--- src/rtl/input_debounce.sv ---
// input_debounce -- per-channel debouncer for switches and buttons.
//
// Every raw switch and button bit is double-flop synchronized, then filtered
// by its own two-state debouncer (IDLE / COUNT). A change is accepted only
// after the synced bit has differed from the current output for
// DEBOUNCE_CYC consecutive cycles. The output then follows the raw input
// DEBOUNCE_CYC+2 edges after the first sampling edge.
//
// Optional feature macro: INPUT_DEBOUNCE_AUTOREPEAT_EN
//   When defined, a held button re-strobes bt_press REPEAT_DELAY cycles after
//   the press strobe, and then every REPEAT_PERIOD cycles.
//
// Ports:
//   clk        in   clock, all state changes on the rising edge
//   power      in   asynchronous active-low reset
//   sw         in   [SW_W] raw switch levels
//   bt         in   [BT_W] raw button levels, 1 = pressed
//   switch     out  [SW_W] debounced switch levels
//   button     out  [BT_W] debounced button levels
//   bt_press   out  [BT_W] one-cycle press strobe per button
//   sw_changed out  one-cycle strobe, any debounced switch bit changed
module input_debounce #(
  parameter int unsigned SW_W          = 24,
  parameter int unsigned BT_W          = 8,
  parameter int unsigned DEBOUNCE_CYC  = 50,
  parameter int unsigned REPEAT_DELAY  = 5000,
  parameter int unsigned REPEAT_PERIOD = 1000
) (
  input  logic            clk,
  input  logic            power,
  input  logic [SW_W-1:0] sw,
  input  logic [BT_W-1:0] bt,
  output logic [SW_W-1:0] switch,
  output logic [BT_W-1:0] button,
  output logic [BT_W-1:0] bt_press,
  output logic            sw_changed
);

  localparam int unsigned N  = SW_W + BT_W;
  localparam int unsigned CW = $clog2(DEBOUNCE_CYC);
  localparam logic [CW-1:0] CNT_LAST = CW'(DEBOUNCE_CYC - 1);

  if (DEBOUNCE_CYC < 2 || DEBOUNCE_CYC > 65535) begin : g_bad_debounce
    $error("input_debounce: DEBOUNCE_CYC must be in 2..65535");
  end
  if (REPEAT_DELAY < 1 || REPEAT_PERIOD < 1) begin : g_bad_repeat
    $error("input_debounce: REPEAT_DELAY and REPEAT_PERIOD must be >= 1");
  end

  typedef enum logic {
    IDLE  = 1'b0,
    COUNT = 1'b1
  } deb_state_t;

  // Channel order: switches in the low bits, buttons above them.
  logic [N-1:0] meta;
  logic [N-1:0] synced;

  always_ff @(posedge clk or negedge power) begin
    if (!power) begin
      meta   <= '0;
      synced <= '0;
    end else begin
      meta   <= {bt, sw};
      synced <= meta;
    end
  end

  deb_state_t    state_q [N];
  deb_state_t    state_d [N];
  logic [CW-1:0] cnt_q   [N];
  logic [CW-1:0] cnt_d   [N];
  logic [N-1:0]  level_q;
  logic [N-1:0]  level_d;

  always_ff @(posedge clk or negedge power) begin
    if (!power) begin
      for (int unsigned i = 0; i < N; i++) begin
        state_q[i] <= IDLE;
        cnt_q[i]   <= '0;
      end
      level_q <= '0;
    end else begin
      for (int unsigned i = 0; i < N; i++) begin
        state_q[i] <= state_d[i];
        cnt_q[i]   <= cnt_d[i];
      end
      level_q <= level_d;
    end
  end

  // The IDLE->COUNT step does not advance the count, so acceptance lands on
  // the DEBOUNCE_CYC-th edge after the synced bit first differs.
  always_comb begin
    level_d = level_q;
    for (int unsigned i = 0; i < N; i++) begin
      state_d[i] = state_q[i];
      cnt_d[i]   = cnt_q[i];
      unique case (state_q[i])
        IDLE: begin
          cnt_d[i] = '0;
          if (synced[i] != level_q[i]) begin
            state_d[i] = COUNT;
          end
        end
        COUNT: begin
          if (synced[i] == level_q[i]) begin
            state_d[i] = IDLE;
            cnt_d[i]   = '0;
          end else if (cnt_q[i] == CNT_LAST) begin
            level_d[i] = synced[i];
            state_d[i] = IDLE;
            cnt_d[i]   = '0;
          end else begin
            cnt_d[i] = cnt_q[i] + 1'b1;
          end
        end
        default: begin
          state_d[i] = IDLE;
          cnt_d[i]   = '0;
        end
      endcase
    end
  end

  assign switch = level_q[SW_W-1:0];
  assign button = level_q[N-1:SW_W];

  logic [SW_W-1:0] switch_prev;
  logic [BT_W-1:0] button_prev;

  always_ff @(posedge clk or negedge power) begin
    if (!power) begin
      switch_prev <= '0;
      button_prev <= '0;
      sw_changed  <= 1'b0;
    end else begin
      switch_prev <= switch;
      button_prev <= button;
      sw_changed  <= |(switch ^ switch_prev);
    end
  end

`ifdef INPUT_DEBOUNCE_AUTOREPEAT_EN
  localparam int unsigned REP_MAX = (REPEAT_DELAY > REPEAT_PERIOD) ? REPEAT_DELAY : REPEAT_PERIOD;
  localparam int unsigned RW      = $clog2(REP_MAX + 1);
  localparam logic [RW-1:0] REP_FIRST = RW'(REPEAT_DELAY);
  localparam logic [RW-1:0] REP_NEXT  = RW'(REPEAT_PERIOD);

  logic [RW-1:0]   rep_cnt [BT_W];
  logic [BT_W-1:0] rep_started;
  logic [BT_W-1:0] rep_fire;
  logic [BT_W-1:0] button_next;

  assign button_next = level_d[N-1:SW_W];

  // rep_cnt holds the edges elapsed since the last strobe; the press strobe
  // edge counts as 1. Looking at button_next lets a release clear the
  // counter on the same edge the debounced level drops.
  always_comb begin
    rep_fire = '0;
    for (int unsigned i = 0; i < BT_W; i++) begin
      rep_fire[i] = button[i] && button_prev[i] && button_next[i] &&
                    (rep_cnt[i] == (rep_started[i] ? REP_NEXT : REP_FIRST));
    end
  end

  always_ff @(posedge clk or negedge power) begin
    if (!power) begin
      for (int unsigned i = 0; i < BT_W; i++) begin
        rep_cnt[i] <= '0;
      end
      rep_started <= '0;
      bt_press    <= '0;
    end else begin
      for (int unsigned i = 0; i < BT_W; i++) begin
        if (!button_next[i]) begin
          rep_cnt[i]     <= '0;
          rep_started[i] <= 1'b0;
        end else if (button[i] && !button_prev[i]) begin
          rep_cnt[i]     <= RW'(1);
          rep_started[i] <= 1'b0;
        end else if (rep_fire[i]) begin
          rep_cnt[i]     <= RW'(1);
          rep_started[i] <= 1'b1;
        end else if (button[i]) begin
          rep_cnt[i] <= rep_cnt[i] + 1'b1;
        end
      end
      bt_press <= (button & ~button_prev) | rep_fire;
    end
  end
`else
  always_ff @(posedge clk or negedge power) begin
    if (!power) begin
      bt_press <= '0;
    end else begin
      bt_press <= button & ~button_prev;
    end
  end
`endif

endmodule
--- config.mk ---
export PLATFORM = sky130hd
export DESIGN_NAME = input_debounce
export DESIGN_NICKNAME = d
export VERILOG_FILES = /design/src/rtl/input_debounce.sv
export SDC_FILE = /design/constraint.sdc
export NUM_CORES = 1
export LEC_CHECK = 0
export CAP_MARGIN = 20
export CORE_MARGIN = 5
export CORE_UTILIZATION = 23
export CTS_CLUSTER_DIAMETER = 30
export DETAILED_ROUTE_END_ITERATION = 12
export SKIP_LAST_GASP = 1
export SYNTH_ARGS = -nofsm -noshare
export SYNTH_HDL_FRONTEND = slang
export SYNTH_SLANG_ARGS = --single-unit
--- constraint.sdc ---
create_clock -name clk -period 1.5 [get_ports clk]
set_input_delay 0.375 -clock clk [delete_from_list [all_inputs] [get_ports clk]]
set_output_delay 0.375 -clock clk [all_outputs]
set_load 0.03 [all_outputs]
==> results.json <==
{
  "layout_worst_path_cycle_share_pct": 108,
  "internal-power_mw": 26.1,
  "power_switching_share_pct": 20.3,
  "filler_cell_count": 6024,
  "cts_inserted_buffers": 95,
  "synth.yosys.seq_area_share_pct": 63.3,
  "grt_start_max_net_pins": 61,
  "postSynthAreaPerCell_um2": 12.2,
  "post-place-ws_ns": 0.00263,
  "synth_instances": 1170,
  "worst-endpoint-required_ns": 1.12,
  "clk_root_buffer_cell": "sky130_fd_sc_hd__clkbuf_16",
  "rsz_0062_raised_after_global_routing": "yes",
  "grt.total_usage_pct": 8.29,
  "setup-violations-final": 28,
  "slowest_delay_ns": 0.38,
  "hold_path_class": "in -> reg",
  "grt_first_pass_wirelength_um": 46700,
  "num-nets-final": 1569,
  "timing.setup.critical_path_class": "reg -> out",
  "cpMaxStageDelayCell": "sky130_fd_sc_hd__dfrtp_1",
  "critical_path.cell_chain": "buf_6 > buf_8",
  "core_area_um2": 61600,
  "most_frequent_cells_in_the_layout": "358 x sky130_fd_sc_hd__dfrtp_1, 256 x sky130_fd_sc_hd__nor2_1, 105 x sky130_fd_sc_hd__buf_4",
  "status": "complete, but fails checks",
  "power.switching_mw": 6.64,
  "grt_pass1_vias": 10044,
  "power.leakage_nw": 9.51,
  "design.die.area_um2": 67100,
  "postRouteWirelength_um": 26700,
  "post_route_cells_drive_above_1_share_pct": 24.4,
  "power_frac_comb_pct": 2.2,
  "synth.ff_latch_count": 361,
  "irDropWorstVdd_mv": 0.957,
  "synthesis.nets": 1268,
  "route.antenna.remaining_nets": 0,
  "start_kind": "register",
  "share_clk_of_total_power_pct": 66.8,
  "finish.utilization_pct": 33.9,
  "clock_insertion_delay_worst_skew_ns": 0.60,
  "io_buffers": 74,
  "hold_viol": 0,
  "synth-warning-count": 0,
  "setup_slack_ns": -0.121,
  "timing.hold.ws_ns": 0.212,
  "number_of_optimization_iterations_in_the_first_detailed_route_pass": 4,
  "fin_max_slew_vios": 0,
  "drtIter0Drc": 278,
  "antenna_found_initial": 0,
  "detailedPlacementHpwl_um": 17300,
  "maximum_clock_path_buffer_count": 3,
  "crit_arrival_ns": 1.25,
  "cell_area_synth_um2": 14300,
  "pin_count": 75,
  "critPathCaptureType": "primary output",
  "ratio_of_total_power_to_cell_area_nw_per_um2": 1570,
  "viasPerCell": 3.86,
  "detailroute.via_count": 9212,
  "final_area_um2": 20900,
  "total_cell_area_at_the_placement_stage_um2": 16700,
  "finalWorstPathRequiredPeriod_ns": 1.62,
  "grt_overflow": 0,
  "routed_wire_length_per_instance_um": 11.2,
  "tightestPinTransition_ns": 0.310,
  "max-slew-margin-rel_pct": 79.1,
  "drc": 0,
  "failed_checks": "setup timing",
  "gp_routability_congestion": 0.742,
  "clock_slew_at_reported_path_ffs_ns": 0.05,
  "synth.distinct_cells": 18,
  "n_antenna_cell": 0,
  "worst-path-max-fanout": 4,
  "final_common_cell": "sky130_fd_sc_hd__dfrtp_1",
  "initial_core_util_pct": 23.2,
  "cts_tree": "built",
  "die_height_um": 259,
  "drv_cap": 0,
  "cts.htree.levels": 3,
  "share_seq_of_total_power_pct": 31.0,
  "clock.fmax_mhz": 617,
  "syn_to_final_growth_pct": 46.3,
  "die_x_um": 259,
  "clock-skew-final_ns": 0.0271,
  "fin_total_pwr_mw": 32.7,
  "tritoncts_num_sinks": 361,
  "row_count": 91
}
## timing repair
item / in CTS / in global routing
gates resized for setup: 146 / 9
pin swaps: 0 / 9
hold buffers: 1 / 0
hold endpoints to repair: 205 / 0
setup endpoints to repair: 41 / 62
gates cloned: 0 / 0
buffers inserted: 45 / 11
## power groups by stage
stage / clock, mW / sequential, mW / combinational (mW)
detailed placement: 0 / 10.3 / 0.732
floorplan: 0 / 10.2 / 0.241
global placement: 0 / 10.3 / 0.703
global route: 23.0 / 10.2 / 0.833
finish: 21.8 / 10.1 / 0.713
CTS: 22.4 / 10.1 / 0.739
## registers in the layout, indices dropped and copies added (netlist names)
signal       cells
bt_press         8
button_prev      8
cnt_q          192
level_q         32
meta            32
state_q         32
sw_changed       1
switch_prev     24
synced          32
## metrics by stage
stage / TNS [ns] / std cells
CTS: -4.36 / 2377
finish: -1.96 / 2388
global route: -4.71 / 2388
floorplan: 0 / 1170
detailed placement: 0 / 2157
global placement: -0.0201 / 2157
## critical path, delay by kind of cell (launching register included)
family | cells | cell delay [ns]
buf+inv | 2 | 0.26
flops | 1 | 0.38
## path summary, 6_finish.rpt
kind	startpoint	to	slack, ns	cells after the start
worst max-delay path	level_q[17]	switch[17]	-0.12	2
worst min-delay path	sw[11]	meta[11]	0.21	1
worst max register to register	level_q[19]	sw_changed	0.01	6
worst min register to register	meta[25]	synced[25]	0.34	0
max in group asynchronous	power	level_q[7]	0.62	3
min in group asynchronous	power	state_q[2]	0.24	2
## synthesized netlist by cell type
cell                       number  share of area [%]
sky130_fd_sc_hd__dfrtp_1      361                 63
sky130_fd_sc_hd__nor2_1       256                6.7
sky130_fd_sc_hd__xor2_1       104                6.4
sky130_fd_sc_hd__xnor2_1       80                4.9
sky130_fd_sc_hd__nand3_1       66                2.3
sky130_fd_sc_hd__ha_1          64                5.6
sky130_fd_sc_hd__nand2_1       63                1.7
sky130_fd_sc_hd__inv_1         33               0.87
sky130_fd_sc_hd__and2_1        31                1.4
sky130_fd_sc_hd__mux2_2        31                2.4
sky130_fd_sc_hd__nand4b_1      31                1.9
sky130_fd_sc_hd__o211ai_1      31                1.6
sky130_fd_sc_hd__nor2b_1        8               0.35
sky130_fd_sc_hd__nand4_1        5               0.22
sky130_fd_sc_hd__nor4_1         3               0.13
sky130_fd_sc_hd__and2_2         1              0.053
sky130_fd_sc_hd__mux2_4         1               0.11
sky130_fd_sc_hd__or2_1          1              0.044
## per-layer routing
layer	wire, um	global-route usage, %	vias up
met5	0	0	-
met4	1060	4.09	0
met3	1610	3.22	79
met2	12500	13.3	159
met1	11500	9.76	4504
li1	-	-	4470
## area by class of cell
class	count	area [um2]	share of cell area [%]
Sequential cell	361	9040	43.3
Clock inverter	58	900	4.31
Clock buffer	119	2620	12.5
Tap cell	837	1050	5.02
Multi-Input combinational cell	776	5160	24.7
Timing Repair Buffer	204	1990	9.53
Inverter	33	124	0.593
## cells by family after synthesis
group	after synthesis	share of synthesized area, %
AOI/OAI and AO/OA	31	1.63
xor gates and xnor gates	184	11.3
adders and majority gates	64	5.61
buffers and inverters	33	0.868
DFF	361	63.3
muxes	32	2.55
and+or+nand+nor	465	14.8
Note: power is estimated with default switching activity, not from simulation.
